### config.mk
export PLATFORM = sky130hd
export DESIGN_NAME = tlpcie_fsm
export DESIGN_NICKNAME = d
export VERILOG_FILES = /design/src/rtl/tlpcie_fsm.sv
export SDC_FILE = /design/constraint.sdc
export NUM_CORES = 1
export LEC_CHECK = 0
export ABC_AREA = 1
export CAP_MARGIN = 10
export CORE_ASPECT_RATIO = 1.5
export CORE_UTILIZATION = 37
export DETAILED_ROUTE_END_ITERATION = 10
export PLACE_DENSITY = 0.78
export SYNTH_ARGS = -nofsm -noshare
export SYNTH_HDL_FRONTEND = slang
export SYNTH_SLANG_ARGS = --single-unit
### constraint.sdc
create_clock -name clk -period 1.3 [get_ports clk]
set_clock_uncertainty 0.1 [all_clocks]
set_input_delay 0.26 -clock clk [delete_from_list [all_inputs] [get_ports clk]]
set_output_delay 0.26 -clock clk [all_outputs]
set_load 0.005 [all_outputs]
### src/rtl/tlpcie_fsm.sv
// Control FSM for the four-lane TL FIFO bank: sequences reset/init and turns FIFO flags into lane commands.
// Latency: every output is registered, one cycle after the state/flags that produced it; reset clears them at once.
// Backpressure: drives pause/continue per lane; FSM_ERROR_LATCH_EN makes error_full sticky and ERROR exit-by-init only.
module tlpcie_fsm (
    input  logic       clk,
    input  logic       reset,
    input  logic       init,
    input  logic       FIFOpause0,
    input  logic       FIFOpause1,
    input  logic       FIFOpause2,
    input  logic       FIFOpause3,
    input  logic       FIFOcontinue0,
    input  logic       FIFOcontinue1,
    input  logic       FIFOcontinue2,
    input  logic       FIFOcontinue3,
    input  logic       FIFOempty0,
    input  logic       FIFOempty1,
    input  logic       FIFOempty2,
    input  logic       FIFOempty3,
    input  logic       FIFOerror0,
    input  logic       FIFOerror1,
    input  logic       FIFOerror2,
    input  logic       FIFOerror3,
    input  logic       FIFOfull0,
    input  logic       FIFOfull1,
    input  logic       FIFOfull2,
    input  logic       FIFOfull3,
    output logic [3:0] error_full,
    output logic [3:0] pause,
    output logic [3:0] continue_cmd,
    output logic       idle
);

    typedef enum logic [4:0] {
        ST_RESET  = 5'b00001,
        ST_INIT   = 5'b00010,
        ST_IDLE   = 5'b00100,
        ST_ACTIVE = 5'b01000,
        ST_ERROR  = 5'b10000
    } state_t;

    state_t     state_q, state_d;
    logic [3:0] error_full_q, error_full_d;
    logic [3:0] pause_q, pause_d;
    logic [3:0] continue_q, continue_d;
    logic       idle_q, idle_d;

    logic [3:0] fifo_pause, fifo_cont, fifo_empty, fifo_bad;
    logic       any_bad, all_empty;

    assign fifo_pause = {FIFOpause3, FIFOpause2, FIFOpause1, FIFOpause0};
    assign fifo_cont  = {FIFOcontinue3, FIFOcontinue2, FIFOcontinue1, FIFOcontinue0};
    assign fifo_empty = {FIFOempty3, FIFOempty2, FIFOempty1, FIFOempty0};
    assign fifo_bad   = {FIFOerror3 | FIFOfull3, FIFOerror2 | FIFOfull2,
                         FIFOerror1 | FIFOfull1, FIFOerror0 | FIFOfull0};
    assign any_bad    = |fifo_bad;
    assign all_empty  = &fifo_empty;

    // Transition priority: init, then error/full, then empty/non-empty.
    always_comb begin
        state_d      = state_q;
        error_full_d = 4'b0000;
        pause_d      = 4'b0000;
        continue_d   = 4'b0000;
        idle_d       = 1'b0;
        case (state_q)
            ST_RESET: state_d = ST_INIT;
            ST_INIT:  state_d = init ? ST_INIT : ST_IDLE;
            ST_IDLE: begin
                idle_d = all_empty;
                if (init)            state_d = ST_INIT;
                else if (any_bad)    state_d = ST_ERROR;
                else if (!all_empty) state_d = ST_ACTIVE;
            end
            ST_ACTIVE: begin
                pause_d    = fifo_pause;
                continue_d = fifo_cont & ~fifo_pause;
                if (init)           state_d = ST_INIT;
                else if (any_bad)   state_d = ST_ERROR;
                else if (all_empty) state_d = ST_IDLE;
            end
            ST_ERROR: begin
                pause_d = 4'b1111;
`ifdef FSM_ERROR_LATCH_EN
                error_full_d = error_full_q | fifo_bad;
                if (init) state_d = ST_INIT;
`else
                error_full_d = fifo_bad;
                if (init)          state_d = ST_INIT;
                else if (!any_bad) state_d = all_empty ? ST_IDLE : ST_ACTIVE;
`endif
            end
            default: state_d = ST_RESET;
        endcase
    end

    always_ff @(posedge clk or negedge reset) begin
        if (!reset) begin
            state_q      <= ST_RESET;
            error_full_q <= 4'b0000;
            pause_q      <= 4'b0000;
            continue_q   <= 4'b0000;
            idle_q       <= 1'b0;
        end else begin
            state_q      <= state_d;
            error_full_q <= error_full_d;
            pause_q      <= pause_d;
            continue_q   <= continue_d;
            idle_q       <= idle_d;
        end
    end

    assign error_full   = error_full_q;
    assign pause        = pause_q;
    assign continue_cmd = continue_q;
    assign idle         = idle_q;

endmodule

# --- Word level (Yosys, flattened, before mapping) ---
# Cells that the tools add are included.
word_totals:
  ff_bits: 18
op_classes:
  eq_ne: 8
  mux: 15
  bitwise: 6
  reduce_logical: 3
ops:
  columns: ["operator", "n"]
  rows:
  - ["$mux W5", 8]
  - ["$pmux W5 S5", 1]
  - ["$mux W4", 3]
  - ["$ne A4 B4 Y1 const B", 2]
  - ["$pmux W4 S2", 1]
  - ["$eq A5 B1 Y1 const B", 1]
  - ["$eq A5 B2 Y1 const B", 1]
  - ["$eq A5 B3 Y1 const B", 1]
  - ["$eq A5 B4 Y1 const B", 1]
  - ["$eq A5 B5 Y1 const B", 1]
  - ["$and A4 B4 Y4", 1]
  - ["$not A4 Y4", 1]
  - ["$or A1 B1 Y1", 4]
  - ["$reduce_and A4 Y1", 1]
  - ["$reduce_or A4 Y1", 1]
  - ["$mux W3", 1]
  - ["$ne A3 B3 Y1 const B", 1]
  - ["$reduce_and A3 Y1", 1]
  - ["$mux W1", 1]

# --- Depth between registers and ports, before layout ---
# Gate-level depths: netlist (run 1).
depth:
  depth_word: 5
  depth_mapped: 8
  depth_no_buf: 8

# --- Worst setup path before layout (run 1) ---
# Ideal clock, no wire load.
synth_timing:
  path_type: "register to register"
  startpoint: "register state_q[0]"
  endpoint: "register state_q[2]"
  arrival_ps: 1100
  n_path_buf: 0
  period_less_slack_ps: 1318
  stages_incl_launch_ff: 8
  path_slack_ps: -18
  cell_sequence: "dfstp_2 -> nor2_4 -> nand2_4 -> nor2_4 -> nor2_1 -> nand3b_1 -> nand4_1 -> nand2_1"
synth_via:
  elab_chain_cells: 3
synth_lines:
  columns: ["element", "line", "rtl"]
  rows:
  - ["start, declared", "42", "state_t state_q, state_d;"]
  - ["start signal, assigned", "105", "state_q <= state_d;"]
  - ["$eq A5 B3 Y1, or another cell as far along", "66", "case (state_q)"]
  - ["$ne A4 B4 Y1 (no source line) / $ne A3 B3 Y1 (equally long branches)", null, null]
  - ["$reduce_and A3 Y1 (no source line)", null, null]
# Several ways; a longest one is shown, not always the timed one.
# A chain may end at the register's enable or synchronous reset.

# --- Worst setup path in the final report (run 1) ---
layout_timing:
  startpoint: "input FIFOfull1"
  endpoint: "register state_q[3]"
layout_via:
  elab_chain_cells: 5
layout_lines:
  columns: ["element", "line", "rtl"]
  rows:
  - ["start, declared", "25", "input logic FIFOfull1,"]
  - ["$or A1 B1 Y1 (*)", "55", "FIFOerror1 | FIFOfull1, FIFOerror0 | FIFOfull0};"]
  - ["$reduce_or A4 Y1 (*)", "56", "assign any_bad = |fifo_bad;"]
  - ["$mux W5, on equally long branches", "79, 72", null]
  - ["$mux W5, on equally long branches", "78, 71", null]
  - ["$pmux W5 S5", "66", null]
# Mark *: on every way between the ends. The rest lies on a longest branch, timed or not.

==> summary.md, run 1 <==
| Metric | Value |
|---|---|
| Mapped Cells | `94` |
| Vias in the first global route | `between 800 and 900` |
| Initial Util | `approximately two fifths` |
| Clock root buffer | `clkbuf_4` |
| P per Cell Area | `about 1000 nW/um^2` |
| CTS tree | `yes` |
| Placeable Area | `between 2000 and 2500 um^2` |
| Yosys warnings | `0` |
| Post-synthesis sequential area ratio | `54.0%` |
| Max stage delay on crit path | `between 400 and 500 ps` |
| Die Area | `2460 um^2` |
| ANT nets after route | `0` |
| Netlist cell types | `16` |
| Final Max Tran Viols | `0` |
| Final Cycle Share | `115%` |
| GRT overflow | `0` |
| RSZ-0062 raised after global routing | `true` |
| Final worst slack | `-198 ps` |
| Logic pwr share | `a little under a third` |
| Worst path required time | `between 1000 and 1500 ps` |
| Critical path buffer and inverter count | `1` |
| NumNets Final | `between 150 and 200` |
| Clock latency on the worst-skew pair | `approximately 290 ps` |
| Vias per cell | `~5.0` |
| Port Buf Inserts | `35` |
| Sw frac | `between 30% and 40%` |
| Maximum vdd drop | `roughly 0.00067 V` |
| CP max FO | `5` |
| Syn_nets | `between 100 and 150` |
| Mapped cell area | `roughly 840 um^2` |
| Max Cap Viol | `0` |
| Synth Register Bits | `18` |
| Cell leakage power | `approximately 0.74 nW` |
| Drt total wl | `about 2200 um` |
| Number of I/O pins | `36` |
| Tmin final | `about 1500 ps` |
| Placed insts | `166` |
| Final Non-Filler Cells | `172` |
| Sw Pwr | `0.427 mW` |
| DRT Pass-1 Iters | `4` |
| Final number of hold-violating endpoints | `0` |
| Die width | `40.8 um` |
| Worst Setup Start Kind | `input port` |
| HP Class | `in2async` |
| Avg WL per Cell | `roughly 13 um` |
| Worst endpoint data arrival time | `between 1500 and 2000 ps` |
| Dpl hpwl | `about 1600 um` |
| TritonCTS buffer count | `3` |
| Placed instance area | `around 1300 um^2` |
| Worst slack at placement | `-470 ps` |
| H-Tree Depth | `1` |
| Routability Congestion | `slightly below 0.9` |
| Synthesized area per cell | `8.90 um^2` |
| Final Setup Violations | `9` |
| Total power | `about 1.4 mW` |
| Std cell rows | `20` |
| CP endpoint kind | `register` |
| Max-Slew Margin vs Limit | `roughly 85%` |
| Vias post-DR | `860` |
| Clock power share | `about 24%` |
| Pin count of the biggest net entering global routing | `16` |
| Fill count | `between 100 and 150` |
| Clock tree sinks | `18` |
| DRT iter0 DRCs | `14` |
| DRC Markers | `0` |
| CP delay by family, top | `simple AND/OR/NAND/NOR gates` |
| Finished Cell Area | `roughly 1400 um^2` |
| Slowest stage cell, crit path | `clkdlybuf4s50_1` |
| # hold bufs at CTS | `0` |
| Status | `complete, but fails checks` |
| Diodes inserted | `0` |
| F_max | `roughly 0.67 GHz` |
| Kind of critical path | `in2reg` |
| First-pass GRT wire length | `between 3000 and 4000 um` |
| Die Y | `approximately 60 um` |
| Reg power frac | `a little under half` |
| Failing checks | `negative setup slack` |
| Synthesis-to-layout area growth | `72.5%` |
| Initial antenna violation count | `0` |
| Max clock buf depth | `2` |
| CP cell instances | `clkdlybuf4s50_1 > nor2_2 > nand2_2 > nor2_4 > nand2_2 > nor2_4 > nor2_2 > nand4_1 > nand2_1` |
| Int Power | `a little under 1 mW` |
| Clk pin slew, worst setup/hold paths | `~110 ps` |
| Gr usage total | `18.4%` |
| Share of layout cells above drive strength 1 | `a little under a third` |
| Worst Max-Slew Pin Slew | `about 230 ps` |
| Setup tns final | `-828 ps` |
[Yosys cell counts (all sizes together)]
| cell | count | area (um^2) |
|---|---|---|
| nor2 | 24 | 128 |
| nand4 | 5 | 37.5 |
| nand3 | 6 | 35.0 |
| dfrtp | 17 | 425 |
| nor3 | 1 | 5.00 |
| a211oi | 1 | 7.51 |
| buf | 2 | 22.5 |
| dfstp | 1 | 26.3 |
| nand2 | 26 | 105 |
| inv | 10 | 37.5 |
| nand3b | 1 | 7.51 |
[layer usage]
layer | up-vias | share of wire (%) | GRT usage, %
li1 | 403 | - | -
met5 | - | 0 | 0
met1 | 419 | 35 | 18.5
met2 | 36 | 58 | 34.8
met4 | 0 | 0.95 | 7.14
met3 | 2 | 6.3 | 2.23
[path summary, 6_finish.rpt]
kind	cells after the start	start	slack, ps	end
setup / recovery	9	FIFOfull1	-200	state_q[3]
hold / removal	1	reset	60	state_q[1]
max in group asynchronous	2	reset	600	error_full[3]
hold reg to reg	4	state_q[0]	640	state_q[1]
min in group clk	4	FIFOerror2	260	error_full[2]
setup reg to reg	8	state_q[1]	-170	state_q[3]
[power groups by stage]
stage          combinational (mW)  sequential [mW]  clock (mW)
3_3_place_gp                0.388            0.650           0
2_1_floorplan               0.196            0.649           0
5_1_grt                     0.464            0.646       0.377
6_report                    0.423            0.645       0.344
4_1_cts                     0.409            0.644       0.344
3_5_place_dp                0.401            0.654           0
[cells in the final DEF, fill, tap and decap left out]
master / count
inv_1: 8
nor2_4: 6
buf_6: 4
nor3_2: 1
buf_4: 15
dlymetal6s2s_1: 2
nand3_4: 1
clkdlybuf4s50_1: 20
a211oi_1: 1
dfstp_2: 1
nor2_2: 7
nand4_4: 1
clkbuf_8: 1
nand2_2: 4
nand4_1: 4
clkdlybuf4s15_1: 10
nand3b_1: 1
clkbuf_4: 3
nand2_4: 1
dfrtp_1: 17
dlygate4sd2_1: 3
nand3_1: 5
nand2_1: 21
inv_2: 2
nor2_1: 11
[stage by stage]
| stage | hold WS (ps) | utilization (%) |
|---|---|---|
| after floorplan | -136 | - |
| after global placement | 367 | 63.7 |
| after detailed placement | 372 | 63.7 |
| after CTS | 64.9 | 65.5 |
| after global routing | 52.9 | 69.5 |
| final | 57.2 | 69.5 |
[flip-flops by register name, indices dropped and copies added (netlist names)]
| register | count |
|---|---|
| state_q | 5 |
| idle | 1 |
| continue_cmd | 4 |
| error_full | 4 |
| pause | 4 |
[layout make-up]
class | instances | area (um^2) | share of cell area, %
Timing Repair Buffer | 54 | 509 | 35.3
Inverter | 10 | 37.5 | 2.60
Tap cell | 22 | 27.5 | 1.91
Clock buffer | 4 | 36.3 | 2.51
Sequential cell | 18 | 452 | 31.3
Multi-Input combinational cell | 64 | 382 | 26.4
[repair_timing]
item,4_1_cts,5_1_grt
setup endpoints to repair,18,17
pin swaps,3,13
resized for setup,19,26
buffers inserted,0,3
[cells by family (layout without fill, tap and decap cells)]
logic type | count (synthesis) | after routing | synth area share (%)
flip-flops | 18 | 18 | 54.0
AND/OR/NAND/NOR | 63 | 63 | 38.0
buffers and inverters | 12 | 68 | 7.18
AO/OA/AOI/OAI | 1 | 1 | 0.897
No activity file was read; power rests on OpenSTA's default activity.
==> run 2: changes to the inputs <==
==> constraint.sdc (replaced) <==
create_clock -name clk -period 1.3 [get_ports clk]
set_clock_uncertainty 0.1 [all_clocks]
set_input_delay 0.195 -clock clk [delete_from_list [all_inputs] [get_ports clk]]
set_output_delay 0.195 -clock clk [all_outputs]
set_load 0.005 [all_outputs]
==> run 2 against run 1 <==
Net effect: the flow still finishes with violations (negative setup slack); register-to-register slack improved by 20 ps; sequential share of layout area up 1.3 points; power decreased by 0.92%; first-iteration DRC count shrank 14%; largest cell class unchanged; sequential power hardly changed; flip-flop and latch count unchanged; critical path depth fell by 2; final area down 4.1%; cell count rose by 0.58%; clock power barely moved; non-clock buffer count rose by 1.
==> summary.md, run 2 (synthesized netlist as in run 1, its figures left out) <==
| Metric | Value |
|---|---|
| DR top layer | `met4 (unchanged)` |
| Max-Slew Margin vs Limit | `82.2% (was 84.9%)` |
| Reg with most FFs | `state_q (unchanged)` |
| Worst endpoint data arrival time | `1550 ps (was 1580 ps)` |
| P per Cell Area | `1010 nW/um^2 (was 978 nW/um^2)` |
| GRT overflow | `0 (unchanged)` |
| Critical path buffer and inverter count | `0 (was 1)` |
| H-Tree Depth | `1 (unchanged)` |
| Clock root buffer | `clkbuf_4 (unchanged)` |
| Maximum vdd drop | `0.000696 V (was 0.000672 V)` |
| Final Setup Violations | `5 (was 9)` |
| Met1 wire length | `744 um (was 772 um)` |
| Cell leakage power | `0.748 nW (was 0.741 nW)` |
| Port Buf Inserts | `35 (unchanged)` |
| ANT nets after route | `0 (unchanged)` |
| First-pass GRT wire length | `3440 um (was 3140 um)` |
| # hold bufs at CTS | `0 (unchanged)` |
| DRT iter0 DRCs | `12 (was 14)` |
| Final worst slack | `-153 ps (was -198 ps)` |
| F_max | `0.688 GHz (was 0.668 GHz)` |
| Max stage delay on crit path | `580 ps (was 420 ps)` |
| Clock tree sinks | `18 (unchanged)` |
| WL met3 | `111 um (was 141 um)` |
| Largest register FFs | `5 (unchanged)` |
| Max Cap Viol | `0 (unchanged)` |
| Vias post-DR | `826 (was 860)` |
| Die Area | `2460 um^2 (unchanged)` |
| CP endpoint kind | `register (unchanged)` |
| Synthesis-to-layout area growth | `65.5% (was 72.5%)` |
| Pin count of the biggest net entering global routing | `14 (was 16)` |
| Max clock buf depth | `2 (unchanged)` |
| Fill count | `175 (was 146)` |
| Fin Hold WS | `31.6 ps (was 57.2 ps)` |
| Most used cell along the critical path | `nor2_4` |
| DRT Pass-1 Iters | `4 (unchanged)` |
| Slowest stage cell, crit path | `dfstp_2 (was clkdlybuf4s50_1)` |
| Vias in the first global route | `855 (was 833)` |
| Share of layout cells above drive strength 1 | `26.5% (was 31.3%)` |
| Drt total wl | `2100 um (was 2220 um)` |
| CP max FO | `4 (was 5)` |
| Die Y | `60.3 um (unchanged)` |
| Initial Util | `40.3% (unchanged)` |
| Final number of hold-violating endpoints | `0 (unchanged)` |
| Vias per cell | `4.77 (was 5.00)` |
| Met2 wire len | `1210 um (was 1290 um)` |
| Final Cycle Share | `112% (was 115%)` |
| Initial antenna violation count | `0 (unchanged)` |
| NumNets Final | `175 (was 174)` |
| CP cell instances | `nor2_4 > nand2_4 > nor2_4 > nor2_2 > nand3b_1 > nand4_1 > nand2_1 (was clkdlybuf4s50_1 > nor2_2 > nand2_2 > nor2_4 > nand2_2 > nor2_4 > nor2_2 > nand4_1 > nand2_1)` |
| Number of I/O pins | `36 (unchanged)` |
| CTS tree | `yes (unchanged)` |
| Gr usage total | `20.7% (was 18.4%)` |
| Worst Setup Start Kind | `register (was input port)` |
| Worst path required time | `1390 ps (about the same)` |
| Placed instance area | `1320 um^2 (unchanged)` |
| Routability Congestion | `0.887 (was 0.894)` |
| RSZ-0062 raised after global routing | `true (unchanged)` |
| Most frequent cells in the layout | `nand2_1 (25), clkdlybuf4s50_1 (22), buf_4 (19), dfrtp_1 (17), nor2_1 (14) (was nand2_1 (21), clkdlybuf4s50_1 (20), dfrtp_1 (17), buf_4 (15), nor2_1 (11))` |
| Clk pin slew, worst setup/hold paths | `100 ps (was 110 ps)` |
| Die width | `40.8 um (unchanged)` |
| Tmin final | `1450 ps (was 1500 ps)` |
| HP Class | `in2async (unchanged)` |
| Kind of critical path | `reg2reg (was in2reg)` |
| Clock latency on the worst-skew pair | `290 ps (about the same)` |
| Avg WL per Cell | `12.2 um (was 12.9 um)` |
| Failing checks | `negative setup slack (unchanged)` |
| Finished Cell Area | `1390 um^2 (was 1440 um^2)` |
| Dpl hpwl | `1650 um (was 1610 um)` |
| CP delay by family, top | `simple AND/OR/NAND/NOR gates (unchanged)` |
| Diodes inserted | `0 (unchanged)` |
| Worst Max-Slew Pin Slew | `266 ps (was 226 ps)` |
| Std cell rows | `20 (unchanged)` |
| Status | `complete, but fails checks (unchanged)` |
| DRC Markers | `0 (unchanged)` |
| TritonCTS buffer count | `3 (unchanged)` |
| Placeable Area | `2080 um^2 (unchanged)` |
| Final Max Tran Viols | `0 (unchanged)` |
| Most common cell after layout, fill and taps aside | `nand2_1 (unchanged)` |
-- run 2: what timing repair did --
action	in CTS	in global routing
cloned	0	0
pin swaps	3	6
buffers inserted	2	2
endpoints found under the setup margin	17	8
gates resized for setup	15	5
-- run 2: final timing paths --
kind / from / end / slack [ps] / depth (start not counted)
worst max-delay path: state_q[0] / state_q[2] / -150 / 7
worst min-delay path: reset / error_full[2] / 30 / 1
worst max register to register: state_q[0] / state_q[2] / -150 / 7
worst min register to register: state_q[0] / state_q[1] / 610 / 4
max in group asynchronous: reset / state_q[3] / 620 / 2
min in group clk: FIFOcontinue0 / continue_cmd[0] / 310 / 3
-- run 2: stage by stage --
step | worst slack (ps) | util (%) | cells | setup TNS [ps] | power [mW]
after floorplan | 1.37 | - | 94 | 0 | 0.845
after global placement | -314 | 63.7 | 166 | -1090 | 1.04
after detailed placement | -447 | 63.7 | 166 | -1580 | 1.06
after CTS | -139 | 65.5 | 172 | -567 | 1.41
after global routing | -271 | 66.7 | 173 | -1060 | 1.48
final | -153 | 66.7 | 173 | -618 | 1.40
-- run 2: metal layers --
metal,vias up,GRT usage [%]
met5,-,0
met1,385,20.6
met4,0,8.57
met2,28,38.6
met3,4,3.35
li1,409,-
-- run 2: worst reg2reg max path, stage by stage, from the launching register on --
cell      delay (ps)
dfstp_2          580
nor2_4            60
nand2_4           80
nor2_4            50
nor2_2           130
nand3b_1         180
nand4_1          140
nand2_1           50
-- run 2: cell type report --
type	count	area (um^2)	share of cell area [%]
multi-input combinational	64	343	24.8
tap	22	27.5	1.99
timing repair buffer	55	489	35.3
clock buffer	4	36.3	2.62
sequential	18	452	32.6
inverter	10	37.5	2.71
-- run 2: power by group --
part	switching, mW	leakage (nW)	total, mW	internal, mW
logic	0.206	0.481	0.413	0.207
registers	0.0387	0.247	0.645	0.606
clock network	0.170	0.0210	0.341	0.171
==> run 3: changes to the inputs <==
--- a/config.mk
+++ b/config.mk
@@ -8,9 +8,10 @@
 export ABC_AREA = 1
 export CAP_MARGIN = 10
 export CORE_ASPECT_RATIO = 1.5
-export CORE_UTILIZATION = 37
+export CORE_UTILIZATION = 39
+export CTS_BUF_LIST = sky130_fd_sc_hd__clkbuf_4 sky130_fd_sc_hd__clkbuf_8
 export DETAILED_ROUTE_END_ITERATION = 10
-export PLACE_DENSITY = 0.78
+export PLACE_DENSITY = 0.82
 export SYNTH_ARGS = -nofsm -noshare
 export SYNTH_HDL_FRONTEND = slang
 export SYNTH_SLANG_ARGS = --single-unit
==> run 3 against run 2 <==
Net effect: first-iteration DRC count rose by 17%; flip-flop and latch count stayed put; worst hold slack better by 100 ps; clock power fell by 3%; the run still ends with negative setup slack left; final area is 0.90% lower; power is 1.4% lower; worst setup slack better by 2.2 ps; non-clock buffer count shrank 1.
==> summary.md, run 3 (synthesized netlist as in run 1, its figures left out) <==
| Metric | Value |
|---|---|
| R2R depth | `7 (unchanged)` |
| Tmin final | `1450 ps (about the same)` |
| Most frequent cells in the layout | `nand2_1 (24), clkdlybuf4s50_1 (22), buf_4 (19), dfrtp_1 (17), nor2_1 (15) (was nand2_1 (25), clkdlybuf4s50_1 (22), buf_4 (19), dfrtp_1 (17), nor2_1 (14))` |
| DRT Pass-1 Iters | `4 (unchanged)` |
| Worst endpoint data arrival time | `1530 ps (was 1550 ps)` |
| # hold bufs at CTS | `0 (unchanged)` |
| CP endpoint kind | `register (unchanged)` |
| Vias per cell | `4.73 (was 4.77)` |
| Reg2Reg Setup Slack | `-150 ps (about the same)` |
| Final Cycle Share | `112% (about the same)` |
| Max stage delay on crit path | `420 ps (was 580 ps)` |
| Worst Setup Start Kind | `register (unchanged)` |
| Initial Util | `41.3% (was 40.3%)` |
| Gr usage total | `19.6% (was 20.7%)` |
| CP cell instances | `nor2_4 > nand2_4 > nor2_4 > buf_4 > nand4_2 > nand4_1 > nand2_1 (was nor2_4 > nand2_4 > nor2_4 > nor2_2 > nand3b_1 > nand4_1 > nand2_1)` |
| Final Util | `67.7% (was 66.7%)` |
| CTS tree | `yes (unchanged)` |
| Worst Max-Slew Pin Slew | `230 ps (was 266 ps)` |
| Number of I/O pins | `36 (unchanged)` |
| Diodes inserted | `0 (unchanged)` |
| Final number of hold-violating endpoints | `0 (unchanged)` |
| Dpl hpwl | `1630 um (was 1650 um)` |
| F_max | `0.689 GHz (was 0.688 GHz)` |
| Setup tns final | `-513 ps (was -618 ps)` |
| GRT overflow | `0 (unchanged)` |
| HP Class | `in2async (unchanged)` |
| Kind of critical path | `reg2reg (unchanged)` |
| CP max FO | `4 (unchanged)` |
| Clock latency on the worst-skew pair | `280 ps (was 290 ps)` |
| Worst path required time | `1380 ps (was 1390 ps)` |
| Synthesis-to-layout area growth | `64.0% (was 65.5%)` |
| Vias post-DR | `814 (was 826)` |
| Reg2reg start | `state_q[1] (was state_q[0])` |
| Most used cell along the critical path | `nor2_4 (unchanged)` |
| Status | `complete, but fails checks (unchanged)` |
| NumNets Final | `174 (was 175)` |
| Pin count of the biggest net entering global routing | `19 (was 14)` |
| Final Max Tran Viols | `0 (unchanged)` |
| Final Setup Violations | `4 (was 5)` |
| Std cell rows | `20 (unchanged)` |
| Fill count | `156 (was 175)` |
| Slowest stage cell, crit path | `dfrtp_1 (was dfstp_2)` |
| Sequential Area | `452 um^2 (unchanged)` |
| Multi-input logic area | `343 um^2 (unchanged)` |
| H-Tree Depth | `1 (unchanged)` |
| Most common cell after layout, fill and taps aside | `nand2_1 (unchanged)` |
| P per Cell Area | `1000 nW/um^2 (was 1010 nW/um^2)` |
| Maximum vdd drop | `0.000698 V (was 0.000696 V)` |
| TritonCTS buffer count | `3 (unchanged)` |
| Max clock buf depth | `2 (unchanged)` |
| Clock tree sinks | `18 (unchanged)` |
| Max-Slew Margin vs Limit | `84.6% (was 82.2%)` |
| Avg WL per Cell | `11.7 um (was 12.2 um)` |
| Largest register FFs | `5 (unchanged)` |
| Share of layout cells above drive strength 1 | `26.7% (was 26.5%)` |
| DR top layer | `met4 (unchanged)` |
| ANT nets after route | `0 (unchanged)` |
| Die width | `39.8 um (was 40.8 um)` |
| Placeable Area | `2030 um^2 (was 2080 um^2)` |
| WL met3 | `109 um (was 111 um)` |
| DRT iter0 DRCs | `14 (was 12)` |
| Clock root buffer | `clkbuf_4 (unchanged)` |
| Cell leakage power | `0.748 nW (about the same)` |
| RR Endpoint | `state_q[2] (unchanged)` |
| Die Y | `58.7 um (was 60.3 um)` |
| Die Area | `2340 um^2 (was 2460 um^2)` |
| Port Buf Inserts | `35 (unchanged)` |
| Failing checks | `negative setup slack (unchanged)` |
| Max Cap Viol | `0 (unchanged)` |
| Total power | `1.38 mW (was 1.40 mW)` |
| First-pass GRT wire length | `3150 um (was 3440 um)` |
| Worst slack at placement | `-402 ps (was -447 ps)` |
| Reg with most FFs | `state_q (unchanged)` |
| Initial antenna violation count | `0 (unchanged)` |
| RSZ-0062 raised after global routing | `true (unchanged)` |
| Met2 wire len | `1150 um (was 1210 um)` |
| Final worst slack | `-151 ps (was -153 ps)` |
| Met1 wire length | `688 um (was 744 um)` |
| DRC Markers | `0 (unchanged)` |
| Clk pin slew, worst setup/hold paths | `100 ps (about the same)` |
| Worst setup startpoint | `state_q[1] (was state_q[0])` |
| Routability Congestion | `0.826 (was 0.887)` |
| Drt total wl | `2010 um (was 2100 um)` |
| Vias in the first global route | `819 (was 855)` |
## run 3: power breakdown
group          leakage (nW)  internal (mW)  switching [mW]
clock                0.0210          0.170           0.161
combinational         0.480          0.205           0.197
sequential            0.247          0.606          0.0395
total                 0.748          0.981           0.398
## run 3: layout make-up
cell class / count / share of cell area, %
clock buffers: 4 / 2.64
inverters: 10 / 2.73
multi-input cells: 64 / 25.0
flip-flops and latches: 18 / 32.9
well taps: 22 / 2.01
repair buffers: 54 / 34.7
## run 3: worst max-delay path by stage
stage | end | depth (start not counted)
3_5_place_dp | state_q[3] | 9
6_report | state_q[2] | 7
4_1_cts | state_q[2] | 7
2_1_floorplan | state_q[2] | 7
5_1_grt | state_q[3] | 7
3_3_place_gp | state_q[3] | 9
## run 3: stage by stage
step | hold WS, ps | instances | cell area (um^2)
final | 134 | 172 | 1370
after global routing | 125 | 172 | 1370
after CTS | 130 | 171 | 1360
after detailed placement | 446 | 167 | 1330
after global placement | 442 | 167 | 1330
after floorplan | -201 | 94 | 840
## run 3: worst max-delay path, delay by kind of cell, from the launching register on
| family | cells | cell delay, ps |
|---|---|---|
| AND/OR/NAND/NOR | 6 | 680 |
| buffers and inverters | 1 | 140 |
| flip-flops | 1 | 420 |
## run 3: routing by layer
layer	vias up	global-route usage [%]
met5	-	0
met2	30	36.8
met4	0	10.8
met3	6	4.15
met1	375	17.8
li1	403	-
## run 3: repair_timing
action                     CTS  global route
resized for setup           16             3
buffers inserted             0             1
setup endpoints to repair   18             6
pin swaps                    4             3
